## config.mk

```make
export PLATFORM = sky130hd
export DESIGN_NAME = multicycle_controller
export DESIGN_NICKNAME = d
export VERILOG_FILES = /design/src/rtl/multicycle_controller.sv
export SDC_FILE = /design/constraint.sdc
export NUM_CORES = 1
export LEC_CHECK = 0
export CORE_ASPECT_RATIO = 0.5
export CORE_MARGIN = 2
export CORE_UTILIZATION = 40
export DETAILED_ROUTE_END_ITERATION = 8
export GPL_ROUTABILITY_DRIVEN = 0
export SETUP_SLACK_MARGIN = 0.05
export SYNTH_ARGS = -nofsm -noshare
export SYNTH_HDL_FRONTEND = slang
export SYNTH_SLANG_ARGS = --single-unit
export TNS_END_PERCENT = 30
```

## constraint.sdc

```tcl
create_clock -name clk -period 4.3 [get_ports clk]
set_input_delay 1.075 -clock clk [delete_from_list [all_inputs] [get_ports clk]]
set_output_delay 1.075 -clock clk [all_outputs]
set_load 0.02 [all_outputs]
```

## src/rtl/multicycle_controller.sv

```systemverilog
// Multi-cycle MIPS control FSM: fetch/decode/execute/mem/writeback over one shared memory and ALU.
// Build macro ILLEGAL_TRAP_EN: unknown opcode/func traps to HALT and raises a sticky illegal output.
module multicycle_controller #(
  parameter int ALU_OP_W       = 5,
  parameter int MULDIV_CYCLES  = 32,
  parameter int BRANCH_OP_BASE = 13
) (
  input  logic                clk,
  input  logic                reset,
  input  logic [5:0]          opcode,
  input  logic [5:0]          func,
  input  logic                mem_ready,
  output logic                ir_write,
  output logic                pc_write,
  output logic                pc_write_cond,
  output logic [1:0]          pc_source,
  output logic                i_or_d,
  output logic                mem_read,
  output logic                we_memory,
  output logic                memory_to_register,
  output logic [1:0]          destination_register,
  output logic                register_write,
  output logic                ALU_src_a,
  output logic [1:0]          ALU_src_b,
  output logic [ALU_OP_W-1:0] ALU_OP,
  output logic                hilo_write,
  output logic                busy,
  output logic                halt
`ifdef ILLEGAL_TRAP_EN
  ,
  output logic                illegal
`endif
);

  localparam int CNT_W = (MULDIV_CYCLES > 1) ? $clog2(MULDIV_CYCLES) : 1;

  localparam logic [ALU_OP_W-1:0] OP_AND  = ALU_OP_W'(0);
  localparam logic [ALU_OP_W-1:0] OP_OR   = ALU_OP_W'(1);
  localparam logic [ALU_OP_W-1:0] OP_XOR  = ALU_OP_W'(2);
  localparam logic [ALU_OP_W-1:0] OP_NOR  = ALU_OP_W'(3);
  localparam logic [ALU_OP_W-1:0] OP_ADD  = ALU_OP_W'(4);
  localparam logic [ALU_OP_W-1:0] OP_ADDU = ALU_OP_W'(5);
  localparam logic [ALU_OP_W-1:0] OP_SUB  = ALU_OP_W'(6);
  localparam logic [ALU_OP_W-1:0] OP_SUBU = ALU_OP_W'(7);
  localparam logic [ALU_OP_W-1:0] OP_SLT  = ALU_OP_W'(8);
  localparam logic [ALU_OP_W-1:0] OP_SLTU = ALU_OP_W'(9);
  localparam logic [ALU_OP_W-1:0] OP_SLL  = ALU_OP_W'(10);
  localparam logic [ALU_OP_W-1:0] OP_SRL  = ALU_OP_W'(11);
  localparam logic [ALU_OP_W-1:0] OP_SRA  = ALU_OP_W'(12);
  localparam logic [ALU_OP_W-1:0] OP_LUI  = ALU_OP_W'(18);
  localparam logic [ALU_OP_W-1:0] OP_MFHI = ALU_OP_W'(19);
  localparam logic [ALU_OP_W-1:0] OP_MFLO = ALU_OP_W'(20);

  typedef enum logic [2:0] {
    S_IDLE, S_FETCH, S_DECODE, S_EXECUTE, S_MULDIV, S_MEM, S_WRITEBACK, S_HALT
  } state_e;

  typedef enum logic [3:0] {
    C_RTYPE, C_ITYPE, C_LW, C_SW, C_BRANCH, C_J, C_JAL, C_JR, C_MULDIV, C_SYSCALL, C_ILLEGAL
  } cls_e;

  typedef struct packed {
    logic                pc_write;
    logic                pc_write_cond;
    logic [1:0]          pc_source;
    logic                i_or_d;
    logic                mem_read;
    logic                we_memory;
    logic                memory_to_register;
    logic [1:0]          destination_register;
    logic                register_write;
    logic                ALU_src_a;
    logic [1:0]          ALU_src_b;
    logic [ALU_OP_W-1:0] ALU_OP;
    logic                hilo_write;
    logic                busy;
    logic                halt;
  } ctl_t;

  function automatic cls_e classify(input logic [5:0] op, input logic [5:0] fn);
    cls_e c;
    c = C_ILLEGAL;
    case (op)
      6'h00: begin
        case (fn)
          6'h20, 6'h21, 6'h22, 6'h23, 6'h24, 6'h25, 6'h26, 6'h27,
          6'h2a, 6'h2b, 6'h00, 6'h02, 6'h03, 6'h10, 6'h12: c = C_RTYPE;
          6'h08:                      c = C_JR;
          6'h0c:                      c = C_SYSCALL;
          6'h18, 6'h19, 6'h1a, 6'h1b: c = C_MULDIV;
          default:                    c = C_ILLEGAL;
        endcase
      end
      6'h08, 6'h09, 6'h0a, 6'h0b, 6'h0c, 6'h0d, 6'h0e, 6'h0f: c = C_ITYPE;
      6'h23:                             c = C_LW;
      6'h2b:                             c = C_SW;
      6'h01, 6'h04, 6'h05, 6'h06, 6'h07: c = C_BRANCH;
      6'h02:                             c = C_J;
      6'h03:                             c = C_JAL;
      default:                           c = C_ILLEGAL;
    endcase
    return c;
  endfunction

  function automatic logic [ALU_OP_W-1:0] alu_sel(input logic [5:0] op, input logic [5:0] fn);
    logic [ALU_OP_W-1:0] a;
    a = OP_ADD;
    if (op == 6'h00) begin
      case (fn)
        6'h21:   a = OP_ADDU;
        6'h22:   a = OP_SUB;
        6'h23:   a = OP_SUBU;
        6'h24:   a = OP_AND;
        6'h25:   a = OP_OR;
        6'h26:   a = OP_XOR;
        6'h27:   a = OP_NOR;
        6'h2a:   a = OP_SLT;
        6'h2b:   a = OP_SLTU;
        6'h00:   a = OP_SLL;
        6'h02:   a = OP_SRL;
        6'h03:   a = OP_SRA;
        6'h10:   a = OP_MFHI;
        6'h12:   a = OP_MFLO;
        default: a = OP_ADD;
      endcase
    end else begin
      case (op)
        6'h09:   a = OP_ADDU;
        6'h0a:   a = OP_SLT;
        6'h0b:   a = OP_SLTU;
        6'h0c:   a = OP_AND;
        6'h0d:   a = OP_OR;
        6'h0e:   a = OP_XOR;
        6'h0f:   a = OP_LUI;
        6'h04:   a = ALU_OP_W'(BRANCH_OP_BASE);
        6'h05:   a = ALU_OP_W'(BRANCH_OP_BASE + 1);
        6'h06:   a = ALU_OP_W'(BRANCH_OP_BASE + 2);
        6'h07:   a = ALU_OP_W'(BRANCH_OP_BASE + 3);
        6'h01:   a = ALU_OP_W'(BRANCH_OP_BASE + 4);
        default: a = OP_ADD;
      endcase
    end
    return a;
  endfunction

  state_e           state_q, state_d;
  logic [CNT_W-1:0] cnt_q, cnt_d;
  logic [5:0]       op_q, fn_q;
  ctl_t             ctl_q, ctl_d;
  logic             fetch_q;
  logic [5:0]       sel_op, sel_fn;
  cls_e             cls;
`ifdef ILLEGAL_TRAP_EN
  logic             illegal_q, illegal_d;
`endif

  // While leaving DECODE the instruction is still on the inputs; afterwards only the latched copy counts.
  always_comb begin
    sel_op  = (state_q == S_DECODE) ? opcode : op_q;
    sel_fn  = (state_q == S_DECODE) ? func : fn_q;
    cls     = classify(sel_op, sel_fn);
    state_d = state_q;
    cnt_d   = cnt_q;
`ifdef ILLEGAL_TRAP_EN
    illegal_d = illegal_q;
`endif
    case (state_q)
      S_IDLE:   state_d = S_FETCH;
      S_FETCH:  if (mem_ready) state_d = S_DECODE;
      S_DECODE: state_d = S_EXECUTE;
      S_EXECUTE: begin
        case (cls)
          C_RTYPE, C_ITYPE: state_d = S_WRITEBACK;
          C_LW, C_SW:       state_d = S_MEM;
          C_MULDIV: begin
            state_d = S_MULDIV;
            cnt_d   = CNT_W'(MULDIV_CYCLES - 1);
          end
          C_SYSCALL:        state_d = S_HALT;
          C_ILLEGAL: begin
`ifdef ILLEGAL_TRAP_EN
            state_d   = S_HALT;
            illegal_d = 1'b1;
`else
            state_d   = S_FETCH;
`endif
          end
          default:          state_d = S_FETCH;
        endcase
      end
      S_MULDIV: begin
        if (cnt_q == '0) state_d = S_FETCH;
        else             cnt_d   = cnt_q - CNT_W'(1);
      end
      S_MEM:       if (mem_ready) state_d = (cls == C_LW) ? S_WRITEBACK : S_FETCH;
      S_WRITEBACK: state_d = S_FETCH;
      S_HALT:      state_d = S_HALT;
      default:     state_d = S_IDLE;
    endcase

    // Outputs are registered, so they are decoded for the state about to be entered.
    ctl_d      = '0;
    ctl_d.busy = (state_d != S_IDLE) && (state_d != S_HALT);
    case (state_d)
      S_FETCH: begin
        ctl_d.mem_read  = 1'b1;
        ctl_d.ALU_src_b = 2'd1;
        ctl_d.ALU_OP    = OP_ADD;
      end
      S_DECODE: begin
        ctl_d.ALU_src_b = 2'd3;
        ctl_d.ALU_OP    = OP_ADD;
      end
      S_EXECUTE: begin
        case (cls)
          C_RTYPE, C_BRANCH: begin
            ctl_d.ALU_src_a     = 1'b1;
            ctl_d.ALU_OP        = alu_sel(sel_op, sel_fn);
            ctl_d.pc_write_cond = (cls == C_BRANCH);
            ctl_d.pc_source     = (cls == C_BRANCH) ? 2'd1 : 2'd0;
          end
          C_ITYPE, C_LW, C_SW: begin
            ctl_d.ALU_src_a = 1'b1;
            ctl_d.ALU_src_b = 2'd2;
            ctl_d.ALU_OP    = alu_sel(sel_op, sel_fn);
          end
          C_J: begin
            ctl_d.pc_write  = 1'b1;
            ctl_d.pc_source = 2'd2;
          end
          C_JAL: begin
            ctl_d.pc_write             = 1'b1;
            ctl_d.pc_source            = 2'd2;
            ctl_d.register_write       = 1'b1;
            ctl_d.destination_register = 2'd2;
          end
          C_JR: begin
            ctl_d.pc_write  = 1'b1;
            ctl_d.pc_source = 2'd3;
          end
          default: ;
        endcase
      end
      S_MULDIV: ctl_d.hilo_write = (cnt_d == '0);
      S_MEM: begin
        ctl_d.i_or_d    = 1'b1;
        ctl_d.mem_read  = (cls == C_LW);
        ctl_d.we_memory = (cls != C_LW);
      end
      S_WRITEBACK: begin
        ctl_d.register_write       = 1'b1;
        ctl_d.destination_register = (cls == C_RTYPE) ? 2'd1 : 2'd0;
        ctl_d.memory_to_register   = (cls == C_LW);
      end
      S_HALT:  ctl_d.halt = 1'b1;
      default: ;
    endcase
  end

  always_ff @(posedge clk or posedge reset) begin
    if (reset) begin
      state_q   <= S_IDLE;
      cnt_q     <= '0;
      op_q      <= '0;
      fn_q      <= '0;
      ctl_q     <= '0;
      fetch_q   <= 1'b0;
`ifdef ILLEGAL_TRAP_EN
      illegal_q <= 1'b0;
`endif
    end else begin
      state_q   <= state_d;
      cnt_q     <= cnt_d;
      ctl_q     <= ctl_d;
      fetch_q   <= (state_d == S_FETCH);
      if (state_q == S_DECODE) begin
        op_q <= opcode;
        fn_q <= func;
      end
`ifdef ILLEGAL_TRAP_EN
      illegal_q <= illegal_d;
`endif
    end
  end

  // The fetch strobes must answer mem_ready in the same cycle, so they are gated after the register.
  assign ir_write             = fetch_q & mem_ready;
  assign pc_write             = ctl_q.pc_write | (fetch_q & mem_ready);
  assign pc_write_cond        = ctl_q.pc_write_cond;
  assign pc_source            = ctl_q.pc_source;
  assign i_or_d               = ctl_q.i_or_d;
  assign mem_read             = ctl_q.mem_read;
  assign we_memory            = ctl_q.we_memory;
  assign memory_to_register   = ctl_q.memory_to_register;
  assign destination_register = ctl_q.destination_register;
  assign register_write       = ctl_q.register_write;
  assign ALU_src_a            = ctl_q.ALU_src_a;
  assign ALU_src_b            = ctl_q.ALU_src_b;
  assign ALU_OP               = ctl_q.ALU_OP;
  assign hilo_write           = ctl_q.hilo_write;
  assign busy                 = ctl_q.busy;
  assign halt                 = ctl_q.halt;
`ifdef ILLEGAL_TRAP_EN
  assign illegal              = illegal_q;
`endif

endmodule

```

==> metrics <==
warnings from Yosys=0; internal power=1.26 mW; clock latency on the worst-skew pair=0.28 ns; First-pass DRT Iterations=5; Peak Freq=251 MHz; P per Cell Area=~670 nW/um2; share of cells above drive strength 1=11.9%; Syn Inst Count=300; DRC viols=0; wire length on met3=302 um; routed vias/inst=between 5 and 6; synthesized area per cell=9.10 um2; setup violators final=0; Synth Net Count=321; CTS H-tree lvls=2; I/O Pins=38; Final ANT Viol Nets=0; Slew HR=40.9%; max layer used=met4; crit end category=flop; Switching Fraction=43.6%; synth unique cells=65; Final Hold Vio Count=0; Worst-Margin Slew=0.877 ns; vias=approximately 2,300; DP HPWL=4950 um; CORE AREA=6650 um2; placed cell areas=3180 um2; final setup margin=0.318 ns; commonest non-fill, non-tap cells in the layout=dfrtp_1 (43), clkdlybuf4s50_1 (37), nor2_1 (26); clock root buffer=clkbuf_16; worst-path maximum fanout=7; largest net degree at the start of global routing=27; port buffer count=37; Post-Route WL=roughly 6400 um; Longest Clk Path Bufs=2; LEAKAGE=around 1.4 nW; Area Overhead vs Synth=21.4%; Max IR drop VDD=0.247 mV; most common cell after layout, fill and taps aside=dfrtp_1; maxcap violations=0; RSZ-0062 raised after global routing=no; max-slew violations=0; Die H=62.4 um; Final Critical Period=3.98 ns; Hold Crit Class=flop to flop; global-route wire length before repair=10,700 um; Clock power frac=16.7%; fin crit share=just over 90%; WS Path Type=primary input to flop; Hold WS=0.544 ns; initial antenna violation count=0; kind of start point of the critical path=primary input; wire per inst=approximately 15 um; DRT iter0 DRCs=108; Syn Std Cell Area=2730 um2; global route overflow=0; design area=3320 um2; CP arrival=approximately 4.2 ns; die footprint=approximately 7500 um2; ANT cells=0; part of the power in combinational logic=55.0%; Resized Gates After CTS=0; Die Width=121 um; met2 WL=between 2000 and 3000 um; Post-synth EDFFs=0; vias in the first global route=2,210; # rows=21; sequential fraction of the synthesis area=between 30% and 40%; status=finished, final reports clean; Worst Path Required=4.50 ns; sequential power share=28.3%; Post-synth ARST share=100%; final setup TNS=0 ns; Clock Skew=0.00582 ns; Main synth FF type=dfrtp_1; NetSw=973 uW; met1 wire length=3270 um; setup bufs post-CTS=0; total power=around 2.2 mW; Nets=356; Yosys reg bits=between 40 and 50; Clock transition at path regs=0.06 ns; total CTS buffers=5; Setup WS pre-CTS=0.0766 ns; hold buffer count at cts=0; clk sink count=43; initial core utilization=roughly two fifths; GRT Util Overall=between 10% and 20%; CTS tree=yes
==> worst max-delay path: stages <==
cell and delay [ns]:
clkdlybuf4s50_1 0.46, mux2i_1 0.08, buf_4 0.16, ha_1 0.22, nor4_1 0.51, o21bai_1 0.24
a41o_1 0.21, and3b_4 0.25, nand3_4 0.12, o311ai_4 0.49, nor2_1 0.16, o22ai_1 0.19
==> kinds of logic (layout without fill, tap and decap cells) <==
logic type,after synthesis,after routing,share of synthesized area (%)
muxes,10,10,3.80
adders and majority gates,6,6,2.75
AOI/OAI and AO/OA,62,62,16.6
and+or+nand+nor,133,133,28.1
buffers and inverters,41,77,7.74
DFF,43,43,39.4
xor gates and xnor gates,5,5,1.60
==> cells in the mapped netlist, types with 5 or more instances <==
library cell	count	area share, %
a21oi_1	12	2.2
nor2_1	26	3.6
nor4_1	6	1.4
nand2b_1	8	1.8
nor2b_1	10	2.3
xnor2_1	5	1.6
inv_1	20	2.7
dfrtp_1	43	39
and3_1	5	1.1
mux2i_1	9	3.3
nand3_1	5	0.92
buf_4	12	3.3
nand2_1	23	3.2
nor3_1	11	2.0
o21ai_0	12	2.2
ha_1	6	2.7
==> power groups by stage <==
stage | Combinational [mW] | Clock (mW) | Sequential, mW
detailed placement | 1.22 | 0 | 0.636
finish | 1.23 | 0.373 | 0.632
global placement | 1.20 | 0 | 0.636
CTS | 1.22 | 0.380 | 0.630
global route | 1.36 | 0.393 | 0.650
floorplan | 0.883 | 0 | 0.616
==> flip-flops by register name, indices dropped and copies added, names as in the netlist, 2 cells and up <==
name / flops
fn_q: 6
pc_source: 2
ALU_OP: 5
ALU_src_b: 2
cnt_q: 5
op_q: 6
destination_register: 2
state_q: 3
==> path summary, 6_finish.rpt <==
path                            startpoint           end  slack (ns)  depth (start not counted)
worst max-delay path             opcode[0]     ALU_OP[2]        0.32                         12
worst min-delay path              cnt_q[1]      cnt_q[1]        0.54                          2
worst max register to register  state_q[2]     ALU_OP[2]        0.48                         12
worst min register to register    cnt_q[1]      cnt_q[1]        0.54                          2
max in group asynchronous            reset     we_memory        2.24                          3
min in group asynchronous            reset  ALU_src_b[0]        1.26                          2
==> metal layers <==
metal  up-vias  track usage (%)
met1      1122             26.7
met4         0             2.62
met2        87             27.1
li1       1132                -
met3         6             3.28
met5         -                0
==> final cells by class <==
type / instances / area (um2)
clock buffers: 6 / 129
clock inverters: 2 / 12.5
repair buffers: 49 / 460
well taps: 92 / 115
multi-input cells: 216 / 1450
inverters: 20 / 75.1
flip-flops and latches: 43 / 1080
fillers: 639 / 3330
==> through the flow <==
stage          util, %  cells
2_1_floorplan        -    300
3_3_place_gp      47.8    420
3_5_place_dp      47.8    420
4_1_cts           49.9    428
5_1_grt           49.9    428
6_report          49.9    428
(Power assumes the default switching activity.)
